$ cat config.mk
export PLATFORM = sky130hd
export DESIGN_NAME = layer1_act_stream
export DESIGN_NICKNAME = d
export VERILOG_FILES = /design/src/rtl/layer1_act_stream.sv
export SDC_FILE = /design/constraint.sdc
export NUM_CORES = 1
export LEC_CHECK = 0
export BUFFER_PORTS_ARGS = -buffer_cell sky130_fd_sc_hd__buf_2
export CAP_MARGIN = 0
export CORE_AREA = 2 2 407 409
export DETAILED_ROUTE_END_ITERATION = 16
export DIE_AREA = 0 0 409 411
export GPL_ROUTABILITY_DRIVEN = 1
export SETUP_SLACK_MARGIN = 0.3
export SLEW_MARGIN = 25
export SYNTH_ARGS = -nofsm -noshare
export SYNTH_HDL_FRONTEND = slang
export SYNTH_SLANG_ARGS = --single-unit
$ cat constraint.sdc
create_clock -name clk -period 57.9 [get_ports clk]
set_clock_uncertainty 0.1 [all_clocks]
set_input_delay 11.58 -clock clk [delete_from_list [all_inputs] [get_ports clk]]
set_output_delay 11.58 -clock clk [all_outputs]
set_load 0.02 [all_outputs]
$ cat src/rtl/layer1_act_stream.sv
// layer1_act_stream: captures the layer-1 accumulator bus after a run, activates it and streams it out.
// Ports: clk, reset (sync, active-low), start (run pulse), acc_bus (OUTPUT_NODES packed signed nodes),
//        out_data/out_index/out_last/out_valid with out_ready handshake, busy, done (one-cycle pulse).
// Build option: define LAYER1_ACT_RELU_EN to apply max(x,0) at capture; otherwise values pass unmodified.
module layer1_act_stream #(
  parameter int DATA_WIDTH   = 8,
  parameter int INPUT_NODES  = 24,
  parameter int OUTPUT_NODES = 128,
  parameter int PE_LATENCY   = 2,
  localparam int IW = OUTPUT_NODES > 1 ? $clog2(OUTPUT_NODES) : 1
) (
  input  logic                               clk,
  input  logic                               reset,
  input  logic                               start,
  input  logic [DATA_WIDTH*OUTPUT_NODES-1:0] acc_bus,
  output logic [DATA_WIDTH-1:0]              out_data,
  output logic [IW-1:0]                      out_index,
  output logic                               out_valid,
  input  logic                               out_ready,
  output logic                               out_last,
  output logic                               busy,
  output logic                               done
);
  localparam int AC = INPUT_NODES + PE_LATENCY;
  localparam int CW = AC > 1 ? $clog2(AC) : 1;
  localparam logic [2:0] IDLE    = 3'd0;
  localparam logic [2:0] ACCUM   = 3'd1;
  localparam logic [2:0] CAPTURE = 3'd2;
  localparam logic [2:0] STREAM  = 3'd3;
  localparam logic [2:0] DONE    = 3'd4;
  logic [2:0] state;
  logic [CW-1:0] cnt;
  logic [IW-1:0] idx;
  logic [DATA_WIDTH-1:0] mem [OUTPUT_NODES];
  logic acc_end;
  function automatic logic [DATA_WIDTH-1:0] act(input logic [DATA_WIDTH-1:0] v);
`ifdef LAYER1_ACT_RELU_EN
    return v[DATA_WIDTH-1] ? '0 : v;
`else
    return v;
`endif
  endfunction
  assign acc_end   = cnt == CW'(AC - 1);
  assign out_valid = state == STREAM;
  assign out_index = idx;
  assign out_last  = out_valid && idx == IW'(OUTPUT_NODES - 1);
  // gated so the idle/reset value is 0 even though the buffer is never cleared
  assign out_data  = out_valid ? mem[idx] : '0;
  assign busy      = state != IDLE;
  assign done      = state == DONE;
  always_ff @(posedge clk) begin
    if (!reset) begin
      state <= IDLE;
      cnt   <= '0;
      idx   <= '0;
    end else begin
      case (state)
        IDLE: begin
          state <= start ? ACCUM : IDLE;
          cnt   <= '0;
        end
        ACCUM: begin
          state <= acc_end ? CAPTURE : ACCUM;
          cnt   <= acc_end ? '0 : cnt + 1'b1;
        end
        CAPTURE: begin
          state <= STREAM;
          idx   <= '0;
        end
        STREAM: if (out_ready) begin
          state <= out_last ? DONE : STREAM;
          idx   <= out_last ? '0 : idx + 1'b1;
        end
        DONE: state <= IDLE;
        default: state <= IDLE;
      endcase
    end
  end
  always_ff @(posedge clk) begin
    if (state == CAPTURE)
      for (int k = 0; k < OUTPUT_NODES; k++) mem[k] <= act(acc_bus[DATA_WIDTH*k +: DATA_WIDTH]);
  end
endmodule
==> results.cfg, run 1 <==
[setup_path]
worstPathArrival_ns = 5.69
startpoint_type = flip-flop
end_kind = primary output
crit_fanout = 54
crit_type = reg -> out
r2r-start = state[1]$_SDFFE_PN0P_
reg2reg_depth = 6
ff2ff_setup_slack_ns = 53.56
cp.required_ns = 46.22
r2r-end = mem[122][2]$_DFFE_PP_

[placed_design]
io_buffers = 1046
place_area_mm2 = 0.04794
gp_congestion = 0.8587
pre_cts_slack_ns = 41.03
dp_hpwl_um = 112800
post-place-cells = 5038

[worst_hold_path]
worstHoldEndpoint = state[1]$_SDFFE_PN0P_
hp-class = reg -> reg
hold_depth = 1
hold_start = state[2]$_SDFFE_PN0P_

[floorplan]
pin_count = 1047
die_w_um = 409
start_util_pct = 24.43
dieArea_mm2 = 0.1681
core_region_area_mm2 = 0.1639
rows = 149
die_h_um = 411

[route]
wl_um = 147900
ant_nets = 0
via_per_inst = 4.492
route.detailed.drc = 0
first_pass_iters = 5
via_count = 23710
drt_iter0_drc = 2506
wl_per_cell_um = 28.02

[sta]
finalHoldViolCount = 0
setup_ws_ns = 40.53
setup_viol = 0
period_minus_slack_ns = 17.37
finalMaxSlewViolations = 0
worst_pin_slew_ns = 1.029
layout_worst_path_cycle_share_pct = 30.01
setup_tns_ns = 0
holdWs_ns = 0.4227
rsz0062_at_grt = false
max_freq_mhz = 57.56
relSlewSlack_pct = 31.22

[grt]
grt_pass1_wl_um = 194900
grt_pass1_vias = 24200
overflow = 0
antenna_found_initial = 67
grt_max_degree = 182
track_usage_pct = 17.01

[logic_synthesis]
synth_cells = 1852
synth_top_area_share_pct = 76.80
synth_compound_area_share_pct = 3.306
synth_top_cells_by_area = edfxtp_1, mux4_2, mux2i_1, a22oi_1, dfxtp_1
synth_common_cells = edfxtp_1, mux4_2, mux2i_1, a22oi_1, buf_2
synth_xor_area_share_pct = 0.08750
yosysTopAreaCell = edfxtp_1
synth_edf_count = 1024
ys_warn_count = 0
synthMuxAreaShare_pct = 15.23
synth_fa_ha_area_share_pct = 0.09375
synth_top_family_by_area = multiplexers
syn_nets = 2883
async_reset_ff_share_pct = 0
synth-simple-area-share_pct = 1.878
synth.distinct_cells = 57
syn_area_per_cell_um2 = 21.62
synth.cell_area_mm2 = 0.04004
synth_ff_type = edfxtp_1
yosysMostFrequentCell = edfxtp_1
synth-seq-cells = 1046
ys_seq_area_share_pct = 77.90

[clock_tree]
numCtsBuffers = 114
clkLatencyLatePin_ns = 0.76
clkSinkCount = 1046
path_clk_slew_ns = 0.07
post-cts-setup-buffers = 0
ctsHoldBuffers = 0
cts_buffer_depth = 3
cts_resized = 0
ctsHtreeMaxLevel = 3
cts_root_buffer = clkbuf_16
cts_tree = built

[job]
timing.max_cap.violations = 0

[outcome]
status = complete, no violations

[layout]
fin_cells = 5279
postLayoutCellArea_mm2 = 0.05162
fin_nets = 3996
drive_gt1_share_pct = 48.56
post-route-util_pct = 31.50
syn_to_final_growth_pct = 28.93

[power]
leakage_nw = 17.43
total_power_mw = 1.581
powerDensity_mw_per_mm2 = 30.63
irDropWorstVdd_uv = 26.18
==> sequential cells by signal, summed over array words and instances (netlist names), named ones only <==
name and flops:
mem 1024, out_index 7, cnt 5, state 3
==> where the power goes <==
group | total [mW] | switching, mW | internal [mW]
Combinational | 0.0386 | 0.0143 | 0.0243
Clock | 0.712 | 0.314 | 0.398
Sequential | 0.830 | 0.000235 | 0.830
Total | 1.58 | 0.329 | 1.25
==> cell families (layout without fill, tap and decap cells) <==
family                     Yosys count  after routing
other                                0             32
xor gates and xnor gates             4              4
AOI/OAI and AO/OA                  192            192
adders and majority gates            3              3
and+or+nand+nor                    141            141
muxes                              359            359
buffers and inverters              107           1313
DFF                               1046           1046
==> routing by layer <==
layer,track usage [%],up-vias,wire [um]
li1,-,10110,-
met1,19.89,12130,54720
met2,30.19,1211,76890
met3,4.993,222,12340
met4,4.746,42,3714
met5,0,-,277
==> cell type report <==
cell class                 count  area, um^2
clock inverter                70       625.6
clock buffer                 139        2967
sequential                  1046       31210
antenna                       32       80.08
multi-input combinational    699        8319
timing repair buffer        1097        5658
fill                       16060      112300
tap                         2189        2739
inverter                       7       26.28
==> worst max-delay path, cell delays in order, from the launching register on <==
cell and delay, ns:
dfxtp_4 0.76, buf_4 0.63, buf_4 0.74, buf_4 0.83, mux2i_1 0.27, a22oi_1 0.10, nand3_1 0.16, nand4_1 0.42
a32oi_1 0.36, nand3_1 0.27, buf_2 0.26
==> cells in the final DEF (no fill, tap or decap), types with 8 or more instances in the layout <==
cell type  count
buf_4         45
clkbuf_1      23
o21ai_0       18
dfxtp_1       17
buf_2       1046
a22oi_1       88
inv_6          8
nor2b_1       10
mux2i_1      158
clkinv_2      19
diode_2       32
a21oi_1       33
nand4_1        8
nand2_1       15
nand3_1       42
mux4_2       200
clkinv_1      24
clkbuf_16    114
nor2_1        19
a32oi_1        8
edfxtp_1    1024
==> how the worst max path moves through the flow <==
| stage | from | to | slack [ns] | depth (start not counted) |
|---|---|---|---|---|
| 2_1_floorplan | state[1]$_SDFFE_PN0P_ | mem[0][0]$_DFFE_PP_ | 12.37 | 3 |
| 3_3_place_gp | flip-flop | out_data[3] | 40.95 | 8 |
| 3_5_place_dp | flip-flop | out_data[0] | 41.03 | 9 |
| 4_1_cts | flip-flop | out_data[0] | 40.15 | 9 |
| 5_1_grt | flip-flop | out_data[0] | 40.11 | 9 |
| 6_report | flip-flop | out_data[7] | 40.53 | 10 |
No activity file was read; power rests on OpenSTA's default activity.
==> run 2, diff against run 1 <==
==> constraint.sdc (replaced) <==
create_clock -name clk -period 17.9 [get_ports clk]
set_clock_uncertainty 0.1 [all_clocks]
set_input_delay 3.58 -clock clk [delete_from_list [all_inputs] [get_ports clk]]
set_output_delay 3.58 -clock clk [all_outputs]
set_load 0.02 [all_outputs]
==> run 2 against run 1 <==
Core utilization about the same. Design area up 0.14%. Sequential share of layout area down 0.086 points. Register-to-register slack worse by 40 ns. Combinational power increased to 3.2 times the previous value. Cell count about the same. First-iteration DRC count decreased by 8.3%. Count of clock-buffer cells in the layout decreased by 1. Routed wire length rose by 0.62%. Critical path depth unchanged. Clock power grew to 3.2 times the previous value. Critical endpoint is now out_data[5]. Largest power group unchanged. Highest routed layer unchanged.
==> results.cfg, run 2 (same netlist as run 1, synthesis figures left out) <==
[sta]
setup_ws_ns = 8.215
setup_viol = 0
finalMaxSlewViolations = 0
period_minus_slack_ns = 9.685
layout_worst_path_cycle_share_pct = 54.11
worst_pin_slew_ns = 1.278
finalHoldViolCount = 0
rsz0062_at_grt = false
relSlewSlack_pct = 14.82
setup_tns_ns = 0
max_freq_mhz = 103.3

[floorplan]
pin_count = 1047
die_h_um = 411
dieArea_mm2 = 0.1681
rows = 149
start_util_pct = 24.43
die_w_um = 409
core_region_area_mm2 = 0.1639

[grt]
antenna_found_initial = 89
grt_busiest_layer = met2
grt_pass1_vias = 24160
track_usage_pct = 17.12
met2_usage_pct = 30.54
grt_max_degree = 170
use_met1_pct = 20.03
overflow = 0
grt_util_met3_pct = 4.832
grt_pass1_wl_um = 196000

[clock_tree]
ctsHtreeMaxLevel = 3
post-cts-setup-buffers = 0
numCtsBuffers = 115
cts_root_buffer = clkbuf_16
ctsHoldBuffers = 0
cts_tree = built
path_clk_slew_ns = 0.06
cts_resized = 0
clkSinkCount = 1046
cts_buffer_depth = 3
clkLatencyLatePin_ns = 0.74

[route]
first_pass_iters = 5
via_per_inst = 4.472
wl_per_cell_um = 28.23
wl_um = 148900
drt_iter0_drc = 2297
via_count = 23590
route.detailed.drc = 0
ant_nets = 0

[power]
clock_power_share_pct = 45.0
power_frac_seq_pct = 52.6
power_frac_comb_pct = 2.4
leakage_nw = 17.43
internal_power_mw = 4.051
irDropWorstVdd_uv = 78.11
powerDensity_mw_per_mm2 = 98.81
switching_share_pct = 20.69
p_sw_mw = 1.057

[placed_design]
dp_hpwl_um = 112800
io_buffers = 1046
pre_cts_slack_ns = 8.661
gp_congestion = 0.8950
place_area_mm2 = 0.04795

[layout]
postLayoutCellArea_mm2 = 0.05169
post-route-util_pct = 31.55
fin_nets = 3991
fill_cells = 15980
final_common_cell = buf_2
syn_to_final_growth_pct = 29.11
largest_register_ffs = 1024
final_cell_mix = buf_2, edfxtp_1, mux4_2
top_register = mem
drive_gt1_share_pct = 48.30

[setup_path]
startpoint_type = flip-flop
crit_type = reg -> out
end_kind = primary output
cp.required_ns = 14.22
crit_fanout = 40
worstPathArrival_ns = 6.00

[worst_hold_path]
hp-class = reg -> reg

[job]
timing.max_cap.violations = 0

[outcome]
status = complete, no violations
run 2: cell type report:
type	instances	area (um^2)	area share, %
repair buffers	1091	5723	11.07
well taps	2189	2739	5.298
inverters	7	26.28	0.05083
multi-input cells	699	8315	16.09
clock buffers	138	3007	5.816
diodes	29	72.57	0.1404
flip-flops and latches	1046	31210	60.37
clock inverters	75	605.6	1.171
run 2: worst max-delay path, stage by stage, from the launching register on:
cell and delay, ns:
dfxtp_4 0.70, buf_4 0.74, buf_4 0.64, buf_4 0.74
mux4_2 0.59, a22oi_1 0.39, a21oi_1 0.13, o21ai_0 0.63
buf_4 0.26, nand3_1 0.12, buf_2 0.19
run 2: stage by stage:
stage,cells,hold WS (ns),power (mW)
4_1_cts,5243,0.4469,5.174
3_3_place_gp,5025,0.4241,2.859
3_5_place_dp,5030,0.4371,2.862
6_report,5274,0.4504,5.108
2_1_floorplan,1852,0.3675,2.742
5_1_grt,5258,0.4770,5.267
run 2: power by group through the flow:
stage	Clock, mW	Sequential, mW	Combinational, mW
finish	2.30	2.69	0.125
global route	2.45	2.68	0.135
CTS	2.36	2.69	0.125
detailed placement	0	2.74	0.123
global placement	0	2.74	0.120
floorplan	0	2.74	0.00292
run 2: path summary, 6_finish.rpt:
| path | startpoint | end | slack [ns] | cells after the start |
|---|---|---|---|---|
| worst max-delay path | flip-flop | out_data[5] | 8.22 | 10 |
| worst min-delay path | out_index[6]$_SDFFE_PN0P_ | out_index[6]$_SDFFE_PN0P_ | 0.45 | 2 |
| worst max register to register | state[1]$_SDFFE_PN0P_ | mem[42][4]$_DFFE_PP_ | 13.59 | 5 |
| worst min register to register | out_index[6]$_SDFFE_PN0P_ | out_index[6]$_SDFFE_PN0P_ | 0.45 | 2 |
run 2: metal layers:
layer / up-vias / share of wire [%]
li1: 10100 / -
met3: 250 / 7.7
met1: 12020 / 37
met5: - / 0.23
met4: 56 / 2.5
met2: 1158 / 52
==> run 3, diff against run 2 <==
--- a/config.mk
+++ b/config.mk
@@ -7,9 +7,9 @@
 export LEC_CHECK = 0
 export BUFFER_PORTS_ARGS = -buffer_cell sky130_fd_sc_hd__buf_2
 export CAP_MARGIN = 0
-export CORE_AREA = 2 2 407 409
+export CORE_AREA = 2 2 403 405
 export DETAILED_ROUTE_END_ITERATION = 16
-export DIE_AREA = 0 0 409 411
+export DIE_AREA = 0 0 405 407
 export GPL_ROUTABILITY_DRIVEN = 1
 export SETUP_SLACK_MARGIN = 0.3
 export SLEW_MARGIN = 25
==> constraint.sdc (replaced) <==
create_clock -name clk -period 8.89 [get_ports clk]
set_clock_uncertainty 0.1 [all_clocks]
set_input_delay 1.778 -clock clk [delete_from_list [all_inputs] [get_ports clk]]
set_output_delay 1.778 -clock clk [all_outputs]
set_load 0.02 [all_outputs]
==> run 3 against run 2 <==
Die area decreased by 1.9%. Combinational power increased by 94%. Worst setup slack got worse by 6.2 ns. Sequential share of layout area decreased by 0.22 points. Worst hold slack improved by 0.0056 ns. Core utilization increased by 0.84 points. Total power increased by 110%.
==> results.cfg, run 3 (same netlist as run 1, synthesis figures left out) <==
[outcome]
status = complete, no violations

[placed_design]
place_area_mm2 = 0.04787
dp_hpwl_um = 113000
io_buffers = 1046
gp_congestion = 0.8471

[sta]
worst_pin_slew_ns = 1.036
period_minus_slack_ns = 6.885
setup_tns_ns = 0
finalHoldViolCount = 0
finalMaxSlewViolations = 0
relSlewSlack_pct = 30.92
max_freq_mhz = 145.2
rsz0062_at_grt = false
setup_viol = 0
layout_worst_path_cycle_share_pct = 77.45

[setup_path]
path_cells = buf_4, mux4_2, mux2i_1, a22oi_1, a32oi_1, nand3_1, buf_2
startpoint_type = flip-flop
slowest_stage = dfxtp_4
worstPathArrival_ns = 5.01
ff2ff_setup_slack_ns = 5.70
crit_buf_inv = 2
crit_fanout = 39
cp.required_ns = 7.01
crit_type = reg -> out
end_kind = primary output
cp_top_family = multiplexers
cpPeakStageDelay_ns = 0.92

[floorplan]
core_region_area_mm2 = 0.1602
die_h_um = 407
dieArea_mm2 = 0.1648
rows = 147
pin_count = 1047
start_util_pct = 24.99
die_w_um = 405

[route]
ant_nets = 0
route.detailed.drc = 0
drt_iter0_drc = 2300
via_per_inst = 4.499
wl_um = 148000
wl_per_cell_um = 28.29
via_count = 23540
first_pass_iters = 5

[layout]
final_cell_mix = buf_2, edfxtp_1, mux4_2
largest_register_ffs = 1024
fin_nets = 3979
syn_to_final_growth_pct = 29.58
postLayoutCellArea_mm2 = 0.05188
drive_gt1_share_pct = 48.34
top_register = mem
final_common_cell = buf_2

[grt]
track_usage_pct = 17.22
overflow = 0
grt_pass1_vias = 24260
antenna_found_initial = 75
grt_pass1_wl_um = 194000
grt_max_degree = 186

[job]
timing.max_cap.violations = 0

[clock_tree]
numCtsBuffers = 114
clkSinkCount = 1046
ctsHtreeMaxLevel = 3
clkLatencyLatePin_ns = 0.73
post-cts-setup-buffers = 0
cts_root_buffer = clkbuf_16
cts_tree = built
cts_resized = 0
ctsHoldBuffers = 0
cts_buffer_depth = 3
path_clk_slew_ns = 0.06

[power]
irDropWorstVdd_uv = 164.4
leakage_nw = 17.48
powerDensity_mw_per_mm2 = 204.4

[worst_hold_path]
hp-class = reg -> reg
run 3: tightest hold or removal path, stage by stage, from the launching register on:
cell and delay [ns]:
dfxtp_1 0.33, mux2i_1 0.12, nor2_1 0.06
run 3: stage by stage:
| step | util [%] | instances | worst slack [ns] | power (mW) | hold slack [ns] |
|---|---|---|---|---|---|
| after floorplan | - | 1852 | -7.236 | 5.522 | 0.3755 |
| after global placement | 29.88 | 4992 | 2.549 | 5.749 | 0.4227 |
| after detailed placement | 29.88 | 4992 | 2.569 | 5.755 | 0.4448 |
| after CTS | 32.34 | 5203 | 1.729 | 10.72 | 0.4579 |
| after global routing | 32.36 | 5216 | 1.680 | 10.93 | 0.4791 |
| final | 32.39 | 5232 | 2.005 | 10.61 | 0.4560 |
run 3: where the power goes:
part	leakage (nW)	internal [mW]	switching, mW
Combinational	6.22	0.158	0.0850
Clock	1.88	2.90	2.05
Sequential	9.38	5.41	0.00147
run 3: per-layer routing:
layer / vias up / GRT usage [%] / wire, um
met1: 11970 / 19.64 / 53660
met3: 258 / 5.164 / 12190
li1: 10070 / - / -
met2: 1189 / 31.50 / 78510
met5: - / 0 / 327
met4: 54 / 3.849 / 3298
run 3: layout make-up:
type	count	area, um^2
Clock buffer	134	2928
Sequential cell	1046	31210
Tap cell	2160	2703
Timing Repair Buffer	1080	5615
Clock inverter	77	1003
Fill cell	15580	108300
Antenna cell	29	72.57
Multi-Input combinational cell	699	8329
Inverter	7	26.28
run 3: worst paths after layout:
kind	start	endpoint	cells after the start
max reg2reg	state[1]$_SDFFE_PN0P_	mem[117][6]$_DFFE_PP_	4
max	flip-flop	out_data[6]	7
min	out_index[1]$_SDFFE_PN0P_	flip-flop	2
min reg2reg	out_index[1]$_SDFFE_PN0P_	flip-flop	2
